## src/rtl/audio_pkg.sv

```systemverilog
// audio_pkg
// Shared constants for the audio PWM output stage: sample width, the
// midscale value used when the stage is idle or starved, and the last
// PWM counter value that marks a period boundary.
// With AUDIO_PWM_VOLUME_EN defined it also provides the attenuation helper
// used by the top level.
package audio_pkg;

  localparam int         AUDIO_W   = 8;
  localparam logic [7:0] AUDIO_MID = 8'h80;
  localparam logic [7:0] PWM_MAX   = 8'hFF;

`ifdef AUDIO_PWM_VOLUME_EN
  // Attenuate a sample around midscale.
  // The sample is re-centred on zero in a 9-bit signed value. It is then
  // shifted arithmetically and moved back up by midscale. Because the
  // shifted value stays inside -128..127, the result always fits 8 bits.
  function automatic logic [AUDIO_W-1:0] atten(input logic [AUDIO_W-1:0] s,
                                                input logic [2:0]         vol);
    logic signed [8:0] diff;
    logic signed [8:0] res;
    diff = $signed({1'b0, s}) - $signed({1'b0, AUDIO_MID});
    res  = (diff >>> vol) + $signed({1'b0, AUDIO_MID});
    return res[AUDIO_W-1:0];
  endfunction
`endif

endpackage

```

## src/rtl/audio_pwm_core.sv

```systemverilog
// audio_pwm_core
// Free-running PWM generator: prescaler, 8-bit period counter, duty compare
// and the registered PWM pin.
//   clk       system clock
//   reset     asynchronous active-low reset
//   run       counting enable; while low the counters are held at zero and
//             the pin is held low
//   duty      compare value; the pin is high while the counter is below it
//   boundary  combinational; high in the last tick of a PWM period
//   pwm_out   registered PWM pin
module audio_pwm_core
  import audio_pkg::*;
#(
  parameter int PWM_PRESC = 1
) (
  input  logic               clk,
  input  logic               reset,
  input  logic               run,
  input  logic [AUDIO_W-1:0] duty,
  output logic               boundary,
  output logic               pwm_out
);

  localparam logic [15:0] PRESC_LAST = 16'(PWM_PRESC - 1);

  logic [15:0] presc_cnt_q, presc_cnt_d;
  logic [7:0]  pwm_cnt_q,   pwm_cnt_d;
  logic        pwm_out_q,   pwm_out_d;
  logic        tick;

  // Prescaler and period counter. The compare uses the current counter, so
  // the pin lags the counter by exactly one clock.
  always_comb begin
    presc_cnt_d = presc_cnt_q;
    pwm_cnt_d   = pwm_cnt_q;
    tick        = run && (presc_cnt_q == PRESC_LAST);
    boundary    = tick && (pwm_cnt_q == PWM_MAX);
    if (!run) begin
      presc_cnt_d = '0;
      pwm_cnt_d   = '0;
    end else if (tick) begin
      presc_cnt_d = '0;
      pwm_cnt_d   = pwm_cnt_q + 8'd1;
    end else begin
      presc_cnt_d = presc_cnt_q + 16'd1;
    end
    pwm_out_d = run && (pwm_cnt_q < duty);
  end

  always_ff @(posedge clk or negedge reset) begin
    if (!reset) begin
      presc_cnt_q <= '0;
      pwm_cnt_q   <= '0;
      pwm_out_q   <= 1'b0;
    end else begin
      presc_cnt_q <= presc_cnt_d;
      pwm_cnt_q   <= pwm_cnt_d;
      pwm_out_q   <= pwm_out_d;
    end
  end

  assign pwm_out = pwm_out_q;

endmodule

```

## src/rtl/audio_pwm_out.sv

```systemverilog
// audio_pwm_out
// Output stage behind the ROM audio sample controller.
// Incoming samples are double-buffered, and a sample is applied only at a
// PWM period boundary.
// Starvation and overwrite are tracked with sticky flags. If samples stop
// arriving, the output is parked at midscale.
//   clk           system clock
//   reset         asynchronous active-low reset
//   enable        output stage enable, level-sensitive
//   audio_data    unsigned 8-bit sample, midscale 0x80
//   audio_valid   one-cycle strobe qualifying audio_data
//   clr_flags     clears underrun and overrun (a same-cycle set wins)
//   volume        (AUDIO_PWM_VOLUME_EN only) attenuation shift 0..7
//   pwm_out       registered PWM pin
//   sd_n          amplifier shutdown, active-low (registered enable)
//   period_start  one-cycle pulse in the first cycle of each PWM period
//   underrun      sticky starvation flag
//   overrun       sticky flag for a pending sample lost before use
// Optional feature macro: AUDIO_PWM_VOLUME_EN adds the volume port.
module audio_pwm_out
  import audio_pkg::*;
#(
  parameter int PWM_PRESC       = 1,
  parameter int TIMEOUT_PERIODS = 64
) (
  input  logic               clk,
  input  logic               reset,
  input  logic               enable,
  input  logic [AUDIO_W-1:0] audio_data,
  input  logic               audio_valid,
  input  logic               clr_flags,
`ifdef AUDIO_PWM_VOLUME_EN
  input  logic [2:0]         volume,
`endif
  output logic               pwm_out,
  output logic               sd_n,
  output logic               period_start,
  output logic               underrun,
  output logic               overrun
);

  localparam logic [7:0] STARVE_MAX = 8'(TIMEOUT_PERIODS);
  localparam logic [7:0] STARVE_ARM = 8'(TIMEOUT_PERIODS - 1);

  logic               enable_q;
  logic [AUDIO_W-1:0] duty_q,         duty_d;
  logic [AUDIO_W-1:0] pending_q,      pending_d;
  logic               pending_vld_q,  pending_vld_d;
  logic [7:0]         starve_cnt_q,   starve_cnt_d;
  logic               underrun_q,     underrun_d;
  logic               overrun_q,      overrun_d;
  logic               period_start_q, period_start_d;
  logic               boundary;
  logic               valid_in;
  logic [AUDIO_W-1:0] sample_s;

  // Samples are scaled on entry, so the pending buffer and duty hold
  // values that are ready to use.
`ifdef AUDIO_PWM_VOLUME_EN
  assign sample_s = atten(audio_data, volume);
`else
  assign sample_s = audio_data;
`endif

  audio_pwm_core #(
    .PWM_PRESC(PWM_PRESC)
  ) u_core (
    .clk      (clk),
    .reset    (reset),
    .run      (enable_q),
    .duty     (duty_q),
    .boundary (boundary),
    .pwm_out  (pwm_out)
  );

  // Enable is registered once. That registered copy drives both the
  // amplifier shutdown pin and the core run input.
  always_ff @(posedge clk or negedge reset) begin
    if (!reset) begin
      enable_q <= 1'b0;
    end else begin
      enable_q <= enable;
    end
  end

  // Double buffer, starvation counter and flags.
  // A strobe that lands on the boundary cycle goes straight into duty. This
  // means the pending slot is never involved, so no overwrite is flagged.
  // The starvation check uses the registered count. As a result, the period
  // in which underrun rises still plays the old duty, and midscale follows
  // one period later.
  always_comb begin
    duty_d         = duty_q;
    pending_d      = pending_q;
    pending_vld_d  = pending_vld_q;
    starve_cnt_d   = starve_cnt_q;
    period_start_d = boundary;
    valid_in       = enable_q && audio_valid;

    if (!enable_q) begin
      duty_d        = AUDIO_MID;
      pending_vld_d = 1'b0;
      starve_cnt_d  = '0;
    end else begin
      if (valid_in) begin
        starve_cnt_d = '0;
      end else if (boundary && (starve_cnt_q != STARVE_MAX)) begin
        starve_cnt_d = starve_cnt_q + 8'd1;
      end

      if (boundary) begin
        if (valid_in) begin
          duty_d        = sample_s;
          pending_vld_d = 1'b0;
        end else if (pending_vld_q) begin
          duty_d        = pending_q;
          pending_vld_d = 1'b0;
        end else if (starve_cnt_q == STARVE_MAX) begin
          duty_d = AUDIO_MID;
        end
      end else if (valid_in) begin
        pending_d     = sample_s;
        pending_vld_d = 1'b1;
      end
    end

    overrun_d = overrun_q;
    if (valid_in && !boundary && pending_vld_q) begin
      overrun_d = 1'b1;
    end else if (clr_flags) begin
      overrun_d = 1'b0;
    end

    underrun_d = underrun_q;
    if (boundary && !valid_in && (starve_cnt_q == STARVE_ARM)) begin
      underrun_d = 1'b1;
    end else if (clr_flags) begin
      underrun_d = 1'b0;
    end
  end

  always_ff @(posedge clk or negedge reset) begin
    if (!reset) begin
      duty_q         <= AUDIO_MID;
      pending_q      <= '0;
      pending_vld_q  <= 1'b0;
      starve_cnt_q   <= '0;
      underrun_q     <= 1'b0;
      overrun_q      <= 1'b0;
      period_start_q <= 1'b0;
    end else begin
      duty_q         <= duty_d;
      pending_q      <= pending_d;
      pending_vld_q  <= pending_vld_d;
      starve_cnt_q   <= starve_cnt_d;
      underrun_q     <= underrun_d;
      overrun_q      <= overrun_d;
      period_start_q <= period_start_d;
    end
  end

  assign sd_n         = enable_q;
  assign period_start = period_start_q;
  assign underrun     = underrun_q;
  assign overrun      = overrun_q;

endmodule

```

## config.mk

```make
export PLATFORM = sky130hd
export DESIGN_NAME = audio_pwm_out
export DESIGN_NICKNAME = d
export VERILOG_FILES = /design/src/rtl/audio_pkg.sv /design/src/rtl/audio_pwm_core.sv /design/src/rtl/audio_pwm_out.sv
export SDC_FILE = /design/constraint.sdc
export NUM_CORES = 1
export LEC_CHECK = 0
export ABC_AREA = 1
export CORE_MARGIN = 1
export CORE_UTILIZATION = 30
export DETAILED_ROUTE_END_ITERATION = 8
export PLACE_DENSITY = 0.51
export SYNTH_ARGS = -nofsm -noshare
export SYNTH_HDL_FRONTEND = slang
export SYNTH_SLANG_ARGS = --single-unit
```

## constraint.sdc

```tcl
create_clock -name clk -period 1.77 [get_ports clk]
set_input_delay 0.2655 -clock clk [delete_from_list [all_inputs] [get_ports clk]]
set_output_delay 0.2655 -clock clk [all_outputs]
set_load 0.03 [all_outputs]
```

==> flow_summary.ini <==
[route]
dr.pass1.iters = 4
drtAntennaViolNets = 0
drtIter0Drc = 97
drc = 0
vias_per_cell = 4.617
wl_mm = 6.594
num_vias = 2553
detail_route.wl_per_cell_microns = 11.92

[worst_setup_path]
required_ns = 1.50
slowest_stage = clkdlybuf4s50_1
slowest_delay_ns = 0.67
worstPathArrival_ns = 1.34
path_delay_family = buffers and inverters
worst_setup_path_start_kind = register
crit_type = reg2out
worstSetupEndpointType = output port
cp_num_buf_inv = 1
crit_fanout = 2
crit_chain = clkdlybuf4s50_1

[floorplanning]
die_width_microns = 103.1
initial_core_util_pct = 31.21
core_region_area_sq_um = 9819
dieArea_sq_um = 10620
io_pins = 18
num_rows = 36
fp.dieH_microns = 103.1

[yosys]
postSynthAreaPerCell_sq_um = 7.837
synthTopCellsByArea = dfrtp_1, nand2_1, nand3_1
synth_edf_count = 0
synth.most_common_cell = nand2_1
synth_common_cells = nand2_1, dfrtp_1, nand3_1
ys_ff_latch = 54
syn_inst = 391
yosys.cell_types.count = 37
synth_simple_gate_area_share_pct = 37.04
synth_area_leader_cell = dfrtp_1
synthArstFlopShare_pct = 100.0
synthXorXnorAreaFrac_pct = 1.715
synthMuxAreaShare_pct = 0
syn_nets = 416
netlist_area_sq_um = 3064
synth-warning-count = 0
synth_top_area_share_pct = 43.28
seq_area_frac_synth_pct = 44.14
yosys.area_share.adder_pct = 4.900
ys.flop_type = dfrtp_1
synth_top_family_by_area = simple AND/OR/NAND/NOR gates
synth_compound_area_share_pct = 5.880

[clock_tree]
clock_path_buffers = 2
htree_levels = 2
clk_pin_slew_worst_paths_ns = 0.10
cts_sinks = 54
clock_latency_ns = 0.32
root_buffer = clkbuf_8
numCtsBuffers = 5
tritoncts = yes

[placement]
hpwl_mm = 4.861
placed_area_sq_um = 3433
routabilityCongestion = 0.7976
portBuffers = 17
dp.cells = 542

[sta]
finalSetupViolCount = 0
slew_headroom_pct = 71.65
grt_setup_unrepaired = no
tightest_slew_ns = 0.4253
period_share_pct = 90.67
finalCriticalPeriod_ns = 1.605
max_freq_ghz = 0.6231
slew_violations = 0
finalHoldViolCount = 0
skew_ns = 0.01632
fin_tns_setup_ns = 0

[pwr]
power.density_nw_per_um2 = 681.7
finalPower_uw = 2435
vdd_drop_max_uv = 352.6
p_leak_uw = 0.001719

[global_route]
grt_pass1_wl_mm = 11.24
grt_max_degree = 40
antenna_found_initial = 0
overflow = 0
grt_pass1_vias = 2303
grt_usage_pct = 13.68

[final_layout]
num-fill-cells = 1067
area_growth_pct = 16.58
drive_above_1_share_pct = 11.90
fin_cells = 553
multi_input_area_sq_um = 1518
nets = 444
final_area_sq_um = 3572
seq_area_sq_um = 1353
diodes = 0

[worst_hold_path]
hp-class = in2reg

[run_status]
status = finished clean

[flow_run]
drv_cap = 0
-- power by group --
group | switching [uW] | total [uW] | leakage (uW) | internal (uW)
Sequential | 33.7 | 1320 | 0.000726 | 1290
Combinational | 153 | 261 | 0.000942 | 108
Clock | 433 | 855 | 0.0000504 | 422
Total | 620 | 2440 | 0.00172 | 1810
-- sequential cells by signal, indices dropped and copies added, names as in the netlist --
name / cells
duty_q: 8
overrun: 1
pending_q: 8
pending_vld_q: 1
period_start: 1
sd_n: 1
starve_cnt_q: 8
u_core.presc_cnt_q: 16
u_core.pwm_cnt_q: 8
u_core.pwm_out: 1
underrun: 1
-- through the flow --
| step | hold slack [ns] | setup WS, ns | utilization, % |
|---|---|---|---|
| 6_report | 0.3847 | 0.1651 | 36.38 |
| 5_1_grt | 0.3868 | 0.02173 | 36.38 |
| 4_1_cts | 0.3719 | 0.1286 | 36.23 |
| 3_5_place_dp | 0.2319 | 0.1501 | 34.96 |
| 3_3_place_gp | 0.2283 | 0.1849 | 34.96 |
| 2_1_floorplan | -0.03009 | 0.2694 | - |
-- worst paths after layout --
path | slack [ns] | startpoint | to | depth (start not counted)
worst max-delay path | 0.17 | overrun | overrun | 1
worst max register to register | 0.17 | u_core.presc_cnt_q[0] | duty_q[6] | 9
max in group asynchronous | 0.73 | reset | duty_q[7] | 3
worst min register to register | 0.47 | duty_q[7] | duty_q[7] | 2
min in group asynchronous | 0.41 | reset | u_core.presc_cnt_q[7] | 2
worst min-delay path | 0.38 | enable | sd_n | 1
-- layout by cell type, fill, tap and decap left out, types with 4 or more instances in the layout --
master and instances:
clkbuf_8 5, nor3_1 8, nand3_1 50, inv_1 35, nor2_2 5, o21ai_0 6
o21ai_1 6, dfrtp_1 53, buf_4 12, nand4_1 5, clkdlybuf4s50_1 15, inv_2 4
xor2_1 5, a21oi_1 10, nand2_1 116, nor2_1 36, ha_1 12, nor2_4 4
-- cell families (layout without fill, tap and decap cells) --
| group | after synthesis | after routing |
|---|---|---|
| buf+inv | 48 | 77 |
| fa+ha+maj | 12 | 12 |
| compound gates | 31 | 31 |
| xor+xnor | 6 | 6 |
| flops | 54 | 54 |
| simple gates | 240 | 240 |
-- repair_timing --
| item | in CTS | in global routing |
|---|---|---|
| hold endpoints to repair | 15 | 0 |
| hold buffers | 1 | 0 |
| resized for setup | 0 | 0 |
| buffers inserted | 0 | 2 |
| setup endpoints to repair | 0 | 6 |
-- cell type report --
type,count,area share (%)
clock inverters,3,1.261
multi-input cells,289,42.49
flip-flops and latches,54,37.86
clock buffers,5,1.926
inverters,39,4.098
repair buffers,30,7.706
well taps,133,4.658
-- worst register-to-register path, delay by kind of cell, from the launching register on --
| kind | cells | cell delay (ns) |
|---|---|---|
| buffers and inverters | 2 | 0.24 |
| adder cells (fa/ha/maj) | 1 | 0.14 |
| flip-flops | 1 | 0.42 |
| AND/OR/NAND/NOR | 5 | 0.50 |
| AO/OA/AOI/OAI | 1 | 0.24 |
-- metal layers --
metal / vias up / track usage (%) / part of all wire (%)
met4: 0 / 4.550 / 1.3
met2: 43 / 20.87 / 45
li1: 1327 / - / -
met5: - / 0 / 0
met3: 8 / 1.831 / 2.5
met1: 1175 / 19.91 / 51
(Power assumes the default switching activity.)
